--- config.mk ---
export PLATFORM = sky130hd
export DESIGN_NAME = wide_add_sequencer
export DESIGN_NICKNAME = d
export VERILOG_FILES = /design/src/rtl/wide_add_pkg.sv /design/src/rtl/carry_select_adder_16bit.sv /design/src/rtl/wide_add_sequencer.sv
export SDC_FILE = /design/constraint.sdc
export NUM_CORES = 1
export LEC_CHECK = 0
export CAP_MARGIN = 20
export CORE_MARGIN = 2
export CORE_UTILIZATION = 47
export CTS_BUF_LIST = sky130_fd_sc_hd__clkbuf_8
export CTS_CLUSTER_SIZE = 10
export DETAILED_ROUTE_END_ITERATION = 6
export GPL_ROUTABILITY_DRIVEN = 0
export PLACE_DENSITY = 0.79
export SLEW_MARGIN = 5
export SYNTH_ARGS = -nofsm -noshare
export SYNTH_HDL_FRONTEND = slang
export SYNTH_SLANG_ARGS = --single-unit
--- constraint.sdc ---
create_clock -name clk -period 3.9 [get_ports clk]
set_input_delay 0.39 -clock clk [delete_from_list [all_inputs] [get_ports clk]]
set_output_delay 0.39 -clock clk [all_outputs]
set_load 0.02 [all_outputs]
--- src/rtl/wide_add_pkg.sv ---
// ---------------------------------------------------------------------------
// wide_add_pkg
// Shared definitions for the wide-operand adder sequencer: the controller
// state encoding, the chunk width and the chunk index width.
// No ports (package).
// ---------------------------------------------------------------------------
package wide_add_pkg;

  // Every operand is processed in chunks of this many bits
  localparam int CHUNK_W = 16;

  // Index width is sized for the largest legal WORDS (16) so that every
  // configuration shares one index width
  localparam int IDX_W = $clog2(16);

  // Controller states
  typedef enum logic [1:0] {
    IDLE = 2'd0,
    RUN  = 2'd1,
    DONE = 2'd2
  } state_t;

endpackage

--- src/rtl/carry_select_adder_16bit.sv ---
// ---------------------------------------------------------------------------
// carry_select_adder_16bit
// Purely combinational 16-bit adder. The low byte ripples directly; the high
// byte is computed twice (carry-in 0 and carry-in 1) and the low byte's
// carry-out picks the correct copy.
// Ports:
//   a, b  : 16-bit addends
//   cin   : carry into bit 0
//   sum   : 16-bit sum
//   cout  : carry out of bit 15
// ---------------------------------------------------------------------------
module carry_select_adder_16bit (
  input  logic [15:0] a,
  input  logic [15:0] b,
  input  logic        cin,
  output logic [15:0] sum,
  output logic        cout
);

  logic [7:0] w_sumLo;
  logic       w_carryLo;
  logic [7:0] w_sumHi0;
  logic       w_carryHi0;
  logic [7:0] w_sumHi1;
  logic       w_carryHi1;

  // Low byte: straightforward ripple add including the external carry
  assign {w_carryLo, w_sumLo} = {1'b0, a[7:0]} + {1'b0, b[7:0]} + {8'b0, cin};

  // High byte: both candidate results computed in parallel
  assign {w_carryHi0, w_sumHi0} = {1'b0, a[15:8]} + {1'b0, b[15:8]};
  assign {w_carryHi1, w_sumHi1} = {1'b0, a[15:8]} + {1'b0, b[15:8]} + 9'd1;

  // The low byte's carry selects which high-byte candidate is real
  assign sum  = {(w_carryLo ? w_sumHi1 : w_sumHi0), w_sumLo};
  assign cout = w_carryLo ? w_carryHi1 : w_carryHi0;

endmodule

--- src/rtl/wide_add_sequencer.sv ---
// ---------------------------------------------------------------------------
// wide_add_sequencer
// Adds two 16*WORDS-bit operands by time-sharing a single 16-bit
// carry_select_adder_16bit: one chunk per cycle, least-significant first,
// with the inter-chunk carry held in a register. Valid/ready handshakes on
// both the operand and result sides.
// Parameters:
//   WORDS     : number of 16-bit chunks per operand (2..16)
// Ports:
//   clk       : clock, rising edge
//   rst       : synchronous active-high reset
//   in_valid  : a, b, cin are valid
//   in_ready  : block accepts operands (IDLE only)
//   a, b      : 16*WORDS-bit operands
//   cin       : carry into chunk 0
//   out_valid : sum and cout are valid (DONE only)
//   out_ready : consumer takes the result
//   sum       : (a + b + cin) mod 2^(16*WORDS), registered
//   cout      : carry out of the top chunk, registered
//   busy      : state is not IDLE
// ---------------------------------------------------------------------------
module wide_add_sequencer
  import wide_add_pkg::*;
#(
  parameter int WORDS = 4
) (
  input  logic                     clk,
  input  logic                     rst,
  input  logic                     in_valid,
  output logic                     in_ready,
  input  logic [CHUNK_W*WORDS-1:0] a,
  input  logic [CHUNK_W*WORDS-1:0] b,
  input  logic                     cin,
  output logic                     out_valid,
  input  logic                     out_ready,
  output logic [CHUNK_W*WORDS-1:0] sum,
  output logic                     cout,
  output logic                     busy
);

  localparam int               WIDTH    = CHUNK_W * WORDS;
  localparam logic [IDX_W-1:0] LAST_IDX = IDX_W'(WORDS - 1);

  state_t             r_state;
  state_t             w_nextState;
  logic [IDX_W-1:0]   r_idx;
  logic [WIDTH-1:0]   r_opA;
  logic [WIDTH-1:0]   r_opB;
  logic [WIDTH-1:0]   r_sum;
  logic               r_carry;

  logic [CHUNK_W-1:0] w_chunkA;
  logic [CHUNK_W-1:0] w_chunkB;
  logic [CHUNK_W-1:0] w_chunkSum;
  logic               w_chunkCout;

  // The shared adder always sees the chunk selected by the current index and
  // the registered carry; its result is only captured while in RUN
  assign w_chunkA = r_opA[r_idx*CHUNK_W +: CHUNK_W];
  assign w_chunkB = r_opB[r_idx*CHUNK_W +: CHUNK_W];

  carry_select_adder_16bit u_adder (
    .a    (w_chunkA),
    .b    (w_chunkB),
    .cin  (r_carry),
    .sum  (w_chunkSum),
    .cout (w_chunkCout)
  );

  // State register; reset returns to IDLE from anywhere, discarding any
  // operation in flight
  always_ff @(posedge clk) begin
    if (rst) begin
      r_state <= IDLE;
    end else begin
      r_state <= w_nextState;
    end
  end

  // Next-state and handshake decode. The handshake outputs depend only on
  // the registered state, so there is no combinational path from inputs.
  // in_valid outside IDLE and out_ready outside DONE are simply ignored.
  always_comb begin
    w_nextState = r_state;
    in_ready    = 1'b0;
    out_valid   = 1'b0;
    busy        = 1'b1;
    case (r_state)
      IDLE: begin
        in_ready = 1'b1;
        busy     = 1'b0;
        if (in_valid) begin
          w_nextState = RUN;
        end
      end
      RUN: begin
        if (r_idx == LAST_IDX) begin
          w_nextState = DONE;
        end
      end
      DONE: begin
        out_valid = 1'b1;
        if (out_ready) begin
          w_nextState = IDLE;
        end
      end
      default: begin
        w_nextState = IDLE;
      end
    endcase
  end

  // Datapath. Operands are copied only on the accepting edge so later input
  // changes cannot disturb the operation. The carry register is seeded with
  // cin so that chunk 0 sees it, then carries each chunk's cout forward.
  // The result register is cleared by reset so a discarded result never
  // lingers on sum.
  always_ff @(posedge clk) begin
    if (rst) begin
      r_idx   <= '0;
      r_opA   <= '0;
      r_opB   <= '0;
      r_sum   <= '0;
      r_carry <= 1'b0;
    end else begin
      case (r_state)
        IDLE: begin
          if (in_valid) begin
            r_opA   <= a;
            r_opB   <= b;
            r_carry <= cin;
            r_idx   <= '0;
          end
        end
        RUN: begin
          r_sum[r_idx*CHUNK_W +: CHUNK_W] <= w_chunkSum;
          r_carry                         <= w_chunkCout;
          r_idx                           <= r_idx + 1'b1;
        end
        default: begin
        end
      endcase
    end
  end

  // After the last chunk the carry register holds the top chunk's carry-out
  assign sum  = r_sum;
  assign cout = r_carry;

endmodule

## Yosys cells after proc, flatten, opt, wreduce, memory -nomap -nowiden

Index checks and enable logic that the tools add are counted.

- Register bits: 199
- Bits of input ports: 133
- Output and inout bits: 68
- Word-level logic and storage cells: 41

- $add $sub $neg: 6
- Eq/ne operators: 6
- Shift operators: 4
- Mux-type cells: 14
- Reductions and logical operators: 5

Operators with widths:

| kind | number |
|---|---|
| 64-bit by 9-bit variable part select with 16-bit output | 2 |
| 64-bit bitwise mux | 1 |
| 16-bit by 34-bit variable shift with 64-bit output (first input constant) | 1 |
| 16-bit by 34-bit variable part select with 64-bit output | 1 |
| 8-bit negation with 34-bit output | 1 |
| 8-bit by 8-bit adder with 9-bit output | 2 |
| 9-bit by 1-bit adder with 9-bit output | 1 |
| 9-bit by 1-bit adder with 9-bit output (second input constant) | 1 |
| 8-bit 2-to-1 mux | 1 |
| 4-bit case mux with 2 select lines | 1 |
| 2-bit 2-to-1 mux | 3 |
| 2-bit != test (second input constant) | 3 |
| 2-bit case mux with 3 select lines | 1 |
| 1-bit 2-to-1 mux | 5 |
| 4-bit by 1-bit adder with 4-bit output (second input constant) | 1 |
| 4-bit by 2-bit equality test with 1-bit output (second input constant) | 1 |
| 4-bit 2-to-1 mux | 1 |
| 2-bit AND reduction | 2 |
| 3-bit AND reduction | 1 |
| 2-bit by 1-bit equality test with 1-bit output (second input constant) | 1 |
| 2-bit equality test (second input constant) | 1 |
| 2-bit logical NOT | 1 |
| 1-bit case mux with 2 select lines | 1 |
| 2-bit nonzero test | 1 |

## Depth between registers and ports, before layout

Gate-level depths: netlist (run 1).

- Depth in word-level cells: 6
- Gate-level depth with buffers: 14
- Gate-level depth less buffers: 12

## Hierarchy

A second synthesis (run 1) with hierarchy kept.

- Cells, all modules: 1,037
- Area total of the unflattened synthesis: 9,223.8 sq um

By module, submodules not included:

| module | times used | cells each | area each (sq um) | sequential area each (sq um) |
|---|---|---|---|---|
| wide_add_sequencer | 1 | 936 | 8,409.3 | 3,983.8 |
| carry_select_adder_16bit | 1 | 101 | 814.5 | 0.0 |

## Worst setup path before layout (run 1)

No wires, ideal clock.

- Path kind: register -> register
- Start point: reg r_idx[1]
- End point: reg r_carry, in the netlist cout
- Setup time: 0.116 ns
- Arrival: 3.919 ns
- Path slack: -0.135 ns
- Cell stages (with the launch flop): 13
- Path buffers: 2
- Period minus slack after synthesis: 4.035 ns
- Cell sequence: dfxtp_1 -> buf_1 -> clkbuf_1 -> mux4_2 -> and2_1 -> ha_1 -> fa_1 -> a211oi_2 -> nor2_1 -> nor4_4 -> nand4_4 -> or4_1 -> a31o_1

- Longest elaborated chain between the ends: 5
- Elaborated cells on any way between the ends: 8
- Classes of those cells: 4 x add/sub; 2 x shift; 2 x mux

RTL lines:

| what | line | source |
|---|---|---|
| start, declared | wide_add_sequencer.sv:46 | `logic [IDX_W-1:0] r_idx;` |
| start signal, assigned | wide_add_sequencer.sv:138 | `r_idx <= r_idx + 1'b1;` |
| 64-bit by 9-bit variable part select with 16-bit output, on equally long branches | wide_add_sequencer.sv:59, wide_add_sequencer.sv:60 |  |
| 8-bit by 8-bit adder with 9-bit output, on equally long branches | carry_select_adder_16bit.sv:31, carry_select_adder_16bit.sv:32, carry_select_adder_16bit.sv:28 |  |
| 9-bit by 1-bit adder with 9-bit output, on equally long branches | carry_select_adder_16bit.sv:32, carry_select_adder_16bit.sv:28 |  |
| 1-bit 2-to-1 mux (*) | carry_select_adder_16bit.sv:36 | `assign cout = w_carryLo ? w_carryHi1 : w_carryHi0;` |
| 1-bit case mux with 2 select lines (*) | wide_add_sequencer.sv:126 | `case (r_state)` |
| end signal, assigned | wide_add_sequencer.sv:131 | `r_carry <= cin;` |
| end signal, assigned | wide_add_sequencer.sv:137 | `r_carry <= w_chunkCout;` |
| end, declared | wide_add_sequencer.sv:50 | `logic r_carry;` |

Mark *: on every way between the ends. The rest lies on a longest branch, timed or not.
A chain may end at the register's enable or synchronous reset.

## Worst setup path in the final report (run 1)

- Start point: reg r_idx[0]
- End point: reg r_carry, in the netlist cout

The elaborated chain is that of the path after synthesis.

==> run metrics, run 1 <==
synthesized area per cell=8.294 um^2; cts hold-fix bufs=0; Post-CTS Setup Bufs=0; vias in the first global route=7593; Starting Density=48.10%; worst-path fanout max=9; routed vias=8202; top cells by count, synth=nand2_1 (328), dfxtp_1 (199), a21oi_1 (177); clock skew=0.01397 ns; RSZ-0062 raised after global routing=no; #FFs+latches synth=199; predominant post-synthesis flop cell=dfxtp_1; number of max-cap violations=0; Diodes inserted=0; I/O pin cnt=201; DRC=0; H-tree depth=4; Die Y=142.8 um; Synthesized Nets=1247; CTS buffer count=17; Vias/cell=5.361; CP Capture Type=register; Hold Crit Class=in -> reg; area share of the largest cell type after synthesis=43.98%; layout cells sized above 1=8.346%; Die W=142.8 um; initial antenna violation count=0; Async SR Flop Fraction=0%; EDFF count, synth=0; Tmin final=3.688 ns; power per standard cell area=362.4 mW/mm^2; number of fill cells=1605; Placement Rows=50; Netlist cell types=59; DP HPWL=17870 um; largest net degree at the start of global routing=118; Antenna Nets Post-Route=0; Hold Vio Cnt, Final=0; post-CTS sizing=0; crit path kind=reg -> reg; post-route setup TNS=0 ns; Detailed Route WL=24470 um; register area share after synthesis=43.98%; crit path launch type=register; actual slew at the worst max-slew pin=0.8730 ns; Initial DRT Pass Iterations=5; slew margin rel.=41.80%; count leader, synth=nand2_1; grt total ovfl=0; first-pass GRT wire length=38690 um; Port-buffer cells=200; Slew Viols, Final=0; Net count, final=1415; CTS tree=built; DR iter-0 viols=624; grt met2 use=38.87%; Clock Tree Buf Depth=2; GRT Max-Usage Layer=met2; core footprint=0.01883 mm^2; met3 GRT Util=4.829%; status=finished, final reports clean; leakage power=4.285 nW; Ys Warns=0; drt wl/cell=15.99 um; Post-Route Hold Slack=0.4271 ns; Worst VDD drop=0.2372 mV; main area contributors after synthesis=dfxtp_1 (44%), nand2_1 (14%), a21oi_1 (9.8%); fmax=271.1 MHz; area of the mapped netlist=0.009057 mm^2; Layout area overhead=29.29%; Root Buffer=clkbuf_8; final worst path period share=94.57%; Synth Instances=1092; CP arrival=4.06 ns; Reg clk slew, reported paths=0.09 ns; clock latency on the worst-skew pair=0.47 ns; global routing usage on met1=33.10%; area leader, netlist=dfxtp_1; Worst EP required=4.27 ns; Sink Count=199; GRT Total Usage=24.20%; die area=0.02040 mm^2; setup violators final=0
where the power goes:
group	internal [mW]	leakage (nW)	total (mW)	switching (mW)
logic	0.350	2.46	0.751	0.401
clock network	0.627	0.202	1.32	0.691
registers	2.12	1.63	2.17	0.0545
through the flow:
stage               power [mW]  std cells  utilization [%]  cell area, um^2  worst slack, ns
finish                   4.243       1530            62.19            11710           0.2118
global route             4.416       1530            62.19            11710          0.01319
CTS                      4.259       1530            62.19            11710           0.2330
detailed placement       2.968       1501            60.11            11320           0.2378
global placement         2.952       1501            60.11            11320           0.3132
floorplan                2.640       1092                -             9059          0.03384
critical path, cell delays in order, from the launching register on:
cell and delay, ns:
dfxtp_2 0.50, mux4_2 0.54, and2_1 0.18, ha_1 0.24, fa_1 0.44, a211oi_2 0.32
nor2_1 0.13, nor4_4 0.37, nand4_4 0.13, or4_1 0.54, a31o_1 0.22
flip-flops by register name (all words and copies together) (netlist names):
register	flops
cout	1
r_opB	64
r_opA	64
r_state	2
sum	64
r_idx	4
layout make-up:
class,count,area [um^2],share of cell area [%]
repair buffers,224,2208,18.86
clock inverters,8,101.3,0.8655
multi-input cells,806,4755,40.60
clock buffers,21,289.0,2.468
well taps,260,325.3,2.778
flip-flops and latches,199,3986,34.04
inverters,12,45.04,0.3847
layout by cell type, fill, tap and decap left out, types with 3 or more instances in the layout:
cell	n
a211o_1	3
a211oi_1	10
a21o_1	5
a21oi_1	177
a22oi_1	6
and2_1	32
buf_4	22
clkbuf_8	21
clkdlybuf4s50_1	199
clkinv_4	3
dfxtp_1	197
fa_1	3
ha_1	19
inv_1	14
mux2_2	3
mux2i_1	3
mux4_2	30
nand2_1	327
nand2b_1	8
nand3_1	21
nand3b_1	10
nand4_1	6
nor2_1	48
nor2b_1	4
nor3_1	15
nor3b_1	4
o21ai_0	8
or3_1	7
or4_1	3
xnor2_1	8
xor2_1	8
worst paths after layout:
path / cells after the start / end / slack, ns / start
worst max-delay path: 10 / cout / 0.21 / r_idx[0]
worst min-delay path: 2 / sum[26] / 0.43 / rst
worst max register to register: 10 / cout / 0.21 / r_idx[0]
worst min register to register: 2 / sum[8] / 0.46 / sum[8]
kinds of logic (layout without fill, tap and decap cells):
family	after synthesis	after routing	synth area share, %
buf+inv	87	265	3.661
xor+xnor	17	17	1.727
flops	199	199	43.98
fa+ha+maj	22	22	3.288
mux	36	36	8.164
compound gates	233	233	14.89
simple gates	498	498	24.29
routing by layer:
layer | part of all wire (%) | vias up
met5 | 0 | -
met2 | 47 | 306
met3 | 6.4 | 40
met4 | 2.2 | 0
li1 | - | 4048
met1 | 45 | 3808
No activity file was read; power rests on OpenSTA's default activity.
==> inputs of run 2 (changes only) <==
Settings changed: CAP_MARGIN 20 to 25, CORE_ASPECT_RATIO from default to 1.75, CORE_MARGIN 2 to 1.
==> run 2 against run 1 <==
Compared with the run above:
- clock power down 4%
- via count grew 0.39%
- flip-flop and latch count unchanged
- routed wire length is 6.5% higher
- largest power group unchanged
==> run metrics, run 2 (synthesized netlist as in run 1, its figures left out) <==
Port-buffer cells=200; actual slew at the worst max-slew pin=0.9990 ns; vias in the first global route=8132; routed vias=8234; CTS buffer count=17; clock latency on the worst-skew pair=0.47 ns; combinational share of power=17.6%; Placement Rows=66; Net count, final=1412; number of fill cells=1631; Die Y=185.6 um; Reg clk slew, reported paths=0.11 ns; Detailed Route WL=26070 um; post-CTS sizing=0; crit path kind=reg -> reg; fmax=270.8 MHz; Clock Tree Buf Depth=2; Root Buffer=clkbuf_8; grt total ovfl=0; number of max-cap violations=0; Sink Count=199; post-route setup TNS=0 ns; CP bufs+invs=1; final worst path period share=94.69%; Vias/cell=5.460; I/O pin cnt=201; CP Capture Type=register; Hold Crit Class=in -> reg; CP Cell Sequence=buf_4, mux4_2, and2_1, fa_1, a211oi_2, nor2_1, nor4_4, nand4_4, or4_1, a31o_1; layout cells sized above 1=8.425%; CTS tree=built; Worst VDD drop=0.2106 mV; DP HPWL=19820 um; Die W=106.9 um; CP peak stage delay=0.55 ns; most common cell after layout, fill and taps aside=nand2_1; Post-CTS Setup Bufs=0; crit path launch type=register; status=finished, final reports clean; DRC=0; Antenna Nets Post-Route=0; sequential share of power=52.1%; Crit path max-delay family=simple AND/OR/NAND/NOR gates; Worst EP required=4.27 ns; Tmin final=3.693 ns; most frequent cells in the layout=nand2_1 (327), clkdlybuf4s50_1 (199), dfxtp_1 (197); Slew Viols, Final=0; cell at the slowest stage of the critical path=or4_1; leakage power=4.252 nW; DR iter-0 viols=480; Starting Density=48.32%; Hold Vio Cnt, Final=0; first-pass GRT wire length=41400 um; drt wl/cell=17.29 um; slew margin rel.=33.40%; power per standard cell area=359.8 mW/mm^2; largest net degree at the start of global routing=141; H-tree depth=4; CP Depth=10; die area=0.01985 mm^2; total power=4.186 mW; setup violators final=0; Layout area overhead=28.43%; core footprint=0.01875 mm^2; register area=0.003986 mm^2; cts hold-fix bufs=0; CP arrival=4.07 ns; Clk pwr share=30.3%; switching part of the total=29.37%; Initial DRT Pass Iterations=5; Diodes inserted=0; Int Pwr=2.956 mW; initial antenna violation count=0; worst-path fanout max=9; RSZ-0062 raised after global routing=no; Hold Path Cell Cnt=3; r2r worst-path depth=10; clock skew=0.01816 ns; GRT Total Usage=27.17%; area of the multi-input gates=0.004760 mm^2; Net Switching=1.230 mW
## run 2: changes by cell type in the layout (fill, tap and decap cells not counted), sizes merged
cell | previous run | this run
buf | 25 | 22
clkbuf | 21 | 19
clkinv | 3 | 2
bufinv | 2 | 0
clkinvlp | 1 | 3
inv | 14 | 20
## run 2: cell type report
cell class	instances	share of cell area, %
multi-input combinational	806	40.92
clock buffer	19	2.248
sequential	199	34.27
clock inverter	13	0.9358
tap	238	2.560
inverter	12	0.3872
timing repair buffer	221	18.68
## run 2: final timing paths
path                             endpoint  slack (ns)     start
worst max-delay path                 cout        0.21  r_idx[0]
worst min-delay path            r_opA[18]        0.45     a[18]
worst max register to register       cout        0.21  r_idx[0]
worst min register to register    sum[33]        0.45   sum[33]
## run 2: power by group through the flow
stage | clock [mW] | combinational (mW) | sequential [mW]
after floorplan | 0 | 0.426 | 2.21
after global placement | 0 | 0.721 | 2.22
after detailed placement | 0 | 0.735 | 2.23
after CTS | 1.28 | 0.737 | 2.18
after global routing | 1.37 | 0.805 | 2.19
final | 1.27 | 0.738 | 2.18
## run 2: layer usage
metal / GRT usage, % / wire length, um / up-vias
met1: 28.47 / 9372 / 3833
met5: 0 / 0 / -
li1: - / - / 4040
met2: 50.89 / 14230 / 290
met4: 16.55 / 1433 / 0
met3: 3.326 / 1030 / 71
## run 2: per-stage QoR
step | instance area [um^2] | worst slack [ns] | hold slack [ns] | cells | utilization [%]
floorplan | 9059 | 0.03384 | 0.4329 | 1092 | -
global placement | 11260 | 0.2073 | 0.4394 | 1476 | 60.05
detailed placement | 11260 | 0.1220 | 0.4432 | 1476 | 60.05
CTS | 11630 | 0.1079 | 0.4354 | 1508 | 62.03
global route | 11630 | 0.009905 | 0.4441 | 1508 | 62.05
finish | 11630 | 0.2069 | 0.4513 | 1508 | 62.05
## run 2: tightest hold or removal path: stages
cell and delay (ns):
clkdlybuf4s50_1 0.39, nand2_1 0.06, a21oi_1 0.05
==> inputs of run 3 (changes only) <==
Settings changed: REMOVE_ABC_BUFFERS from default to 1.
==> run 3 against run 2 <==
Compared with the run above:
- utilization decreased by 0.14 points
- flip-flop and latch count unchanged
- sequential power about the same
- clock power decreased by 4%
- combinational power decreased by 2%
- routed wire length decreased by 11%
- register-to-register slack about the same
- global-route usage decreased by 3.1 points
- first-iteration DRC count decreased by 28%
- total power decreased by 1.9%
- clock skew decreased by 0.0035 ns
- final cell count decreased by 0.33%
- critical endpoint is now sum[47]
- largest cell class unchanged
- largest power group unchanged
==> run metrics, run 3 (synthesized netlist as in run 1, its figures left out) <==
clock latency on the worst-skew pair=0.47 ns; Placement Rows=66; initial antenna violation count=0; die area=0.01985 mm^2; power per standard cell area=353.9 mW/mm^2; Worst VDD drop=0.1979 mV; fmax=271.7 MHz; Clock Tree Buf Depth=2; Reg clk slew, reported paths=0.10 ns; crit path kind=reg -> reg; CTS buffer count=17; Net count, final=1407; RSZ-0062 raised after global routing=no; status=finished, final reports clean; number of max-cap violations=0; Hold Vio Cnt, Final=0; Root Buffer=clkbuf_8; number of fill cells=1663; Port-buffer cells=200; clock skew=0.01463 ns; worst r2r src=r_idx[0]; largest net degree at the start of global routing=126; leakage power=4.228 nW; first-pass GRT wire length=37350 um; core footprint=0.01875 mm^2; Layout area overhead=28.14%; post-route setup TNS=0 ns; CP endpoint=sum[47]; vias in the first global route=7880; Cell Count, Final, Fillers Out=1503; Vias/cell=5.385; DRC=0; Antenna Nets Post-Route=0; CP Capture Type=register; drt wl/cell=15.47 um; Detailed Route WL=23250 um; r2r setup slk=0.22 ns; Layout Utilization=61.91%; dpl cells=1471; I/O pin cnt=201; CP startpoint=r_idx[0]; layout cells sized above 1=7.984%; Starting Density=48.32%; GRT Total Usage=24.03%; most frequent cells in the layout=nand2_1 (327), clkdlybuf4s50_1 (199), dfxtp_1 (197); cts hold-fix bufs=0; setup violators final=0; Worst EP required=4.29 ns; grt total ovfl=0; H-tree depth=4; DR iter-0 viols=344; final worst path period share=94.38%; Initial DRT Pass Iterations=5; Tmin final=3.681 ns; CP arrival=4.07 ns; Diodes inserted=0; Die W=106.9 um; r2r worst-path depth=10; Slew Viols, Final=0; worst-path fanout max=31; Worst R2R End=sum[47]; instance area after placement=0.01124 mm^2; most common cell after layout, fill and taps aside=nand2_1; slew margin rel.=41.37%; DP HPWL=17450 um; Sink Count=199; Hold Crit Class=in -> reg; CTS tree=built; routed vias=8094; Die Y=185.6 um; actual slew at the worst max-slew pin=0.8795 ns; post-route cell area=0.01161 mm^2; crit path launch type=register
run 3: cell count changes in the layout (fill, tap and decap cells not counted), sizes merged:
cell	change
clkinv	+4
inv	-2
clkbuf	-2
buf	-5
run 3: power breakdown:
group | internal (mW) | leakage [nW] | total, mW | switching (mW)
clock | 0.456 | 0.182 | 1.22 | 0.761
sequential | 2.12 | 1.63 | 2.17 | 0.0494
combinational | 0.342 | 2.42 | 0.720 | 0.378
run 3: metrics by stage:
stage          hold WS [ns]  setup slack [ns]  total power [mW]
2_1_floorplan        0.4268           -0.9554             2.608
3_3_place_gp         0.4400            0.2659             2.918
3_5_place_dp         0.4431            0.1672             2.935
4_1_cts              0.3413            0.1552             4.128
5_1_grt              0.3882          0.003817             4.284
6_report             0.3651            0.2192             4.108
run 3: layout make-up:
type	instances	area [um^2]	area share (%)
Clock inverter	15	123.9	1.067
Clock buffer	17	234.0	2.016
Timing Repair Buffer	216	2165	18.65
Sequential cell	199	3986	34.35
Tap cell	238	297.8	2.566
Multi-Input combinational cell	806	4755	40.97
Inverter	12	45.04	0.3881
run 3: metal layers:
metal	track usage [%]	vias to the layer above	part of all wire (%)
met5	0	-	0
met1	26.88	3777	38
met4	11.73	0	3.7
met2	44.62	239	54
met3	2.661	49	3.7
li1	-	4029	-
run 3: timing repair:
action | 4_1_cts | 5_1_grt
endpoints found under the setup margin | 0 | 1
resized for setup | 0 | 1
buffers inserted | 0 | 0
run 3: critical path, stage by stage (launching register included):
cell      delay (ns)
dfxtp_2         0.40
buf_12          0.23
mux4_2          0.52
and2_1          0.20
fa_1            0.48
a211oi_2        0.34
o21ai_1         0.16
a32oi_1         0.45
nand4_1         0.35
xnor2_1         0.24
a211oi_1        0.23
run 3: worst min path at each step:
stage / start / endpoint / slack (ns) / cells past startpoint
4_1_cts: rst / sum[59] / 0.34 / 2
3_5_place_dp: r_opB[46] / r_opB[46] / 0.44 / 2
6_report: rst / sum[59] / 0.37 / 2
2_1_floorplan: r_opA[33] / r_opA[33] / 0.43 / 2
5_1_grt: rst / sum[43] / 0.39 / 2
3_3_place_gp: r_opA[14] / r_opA[14] / 0.44 / 2
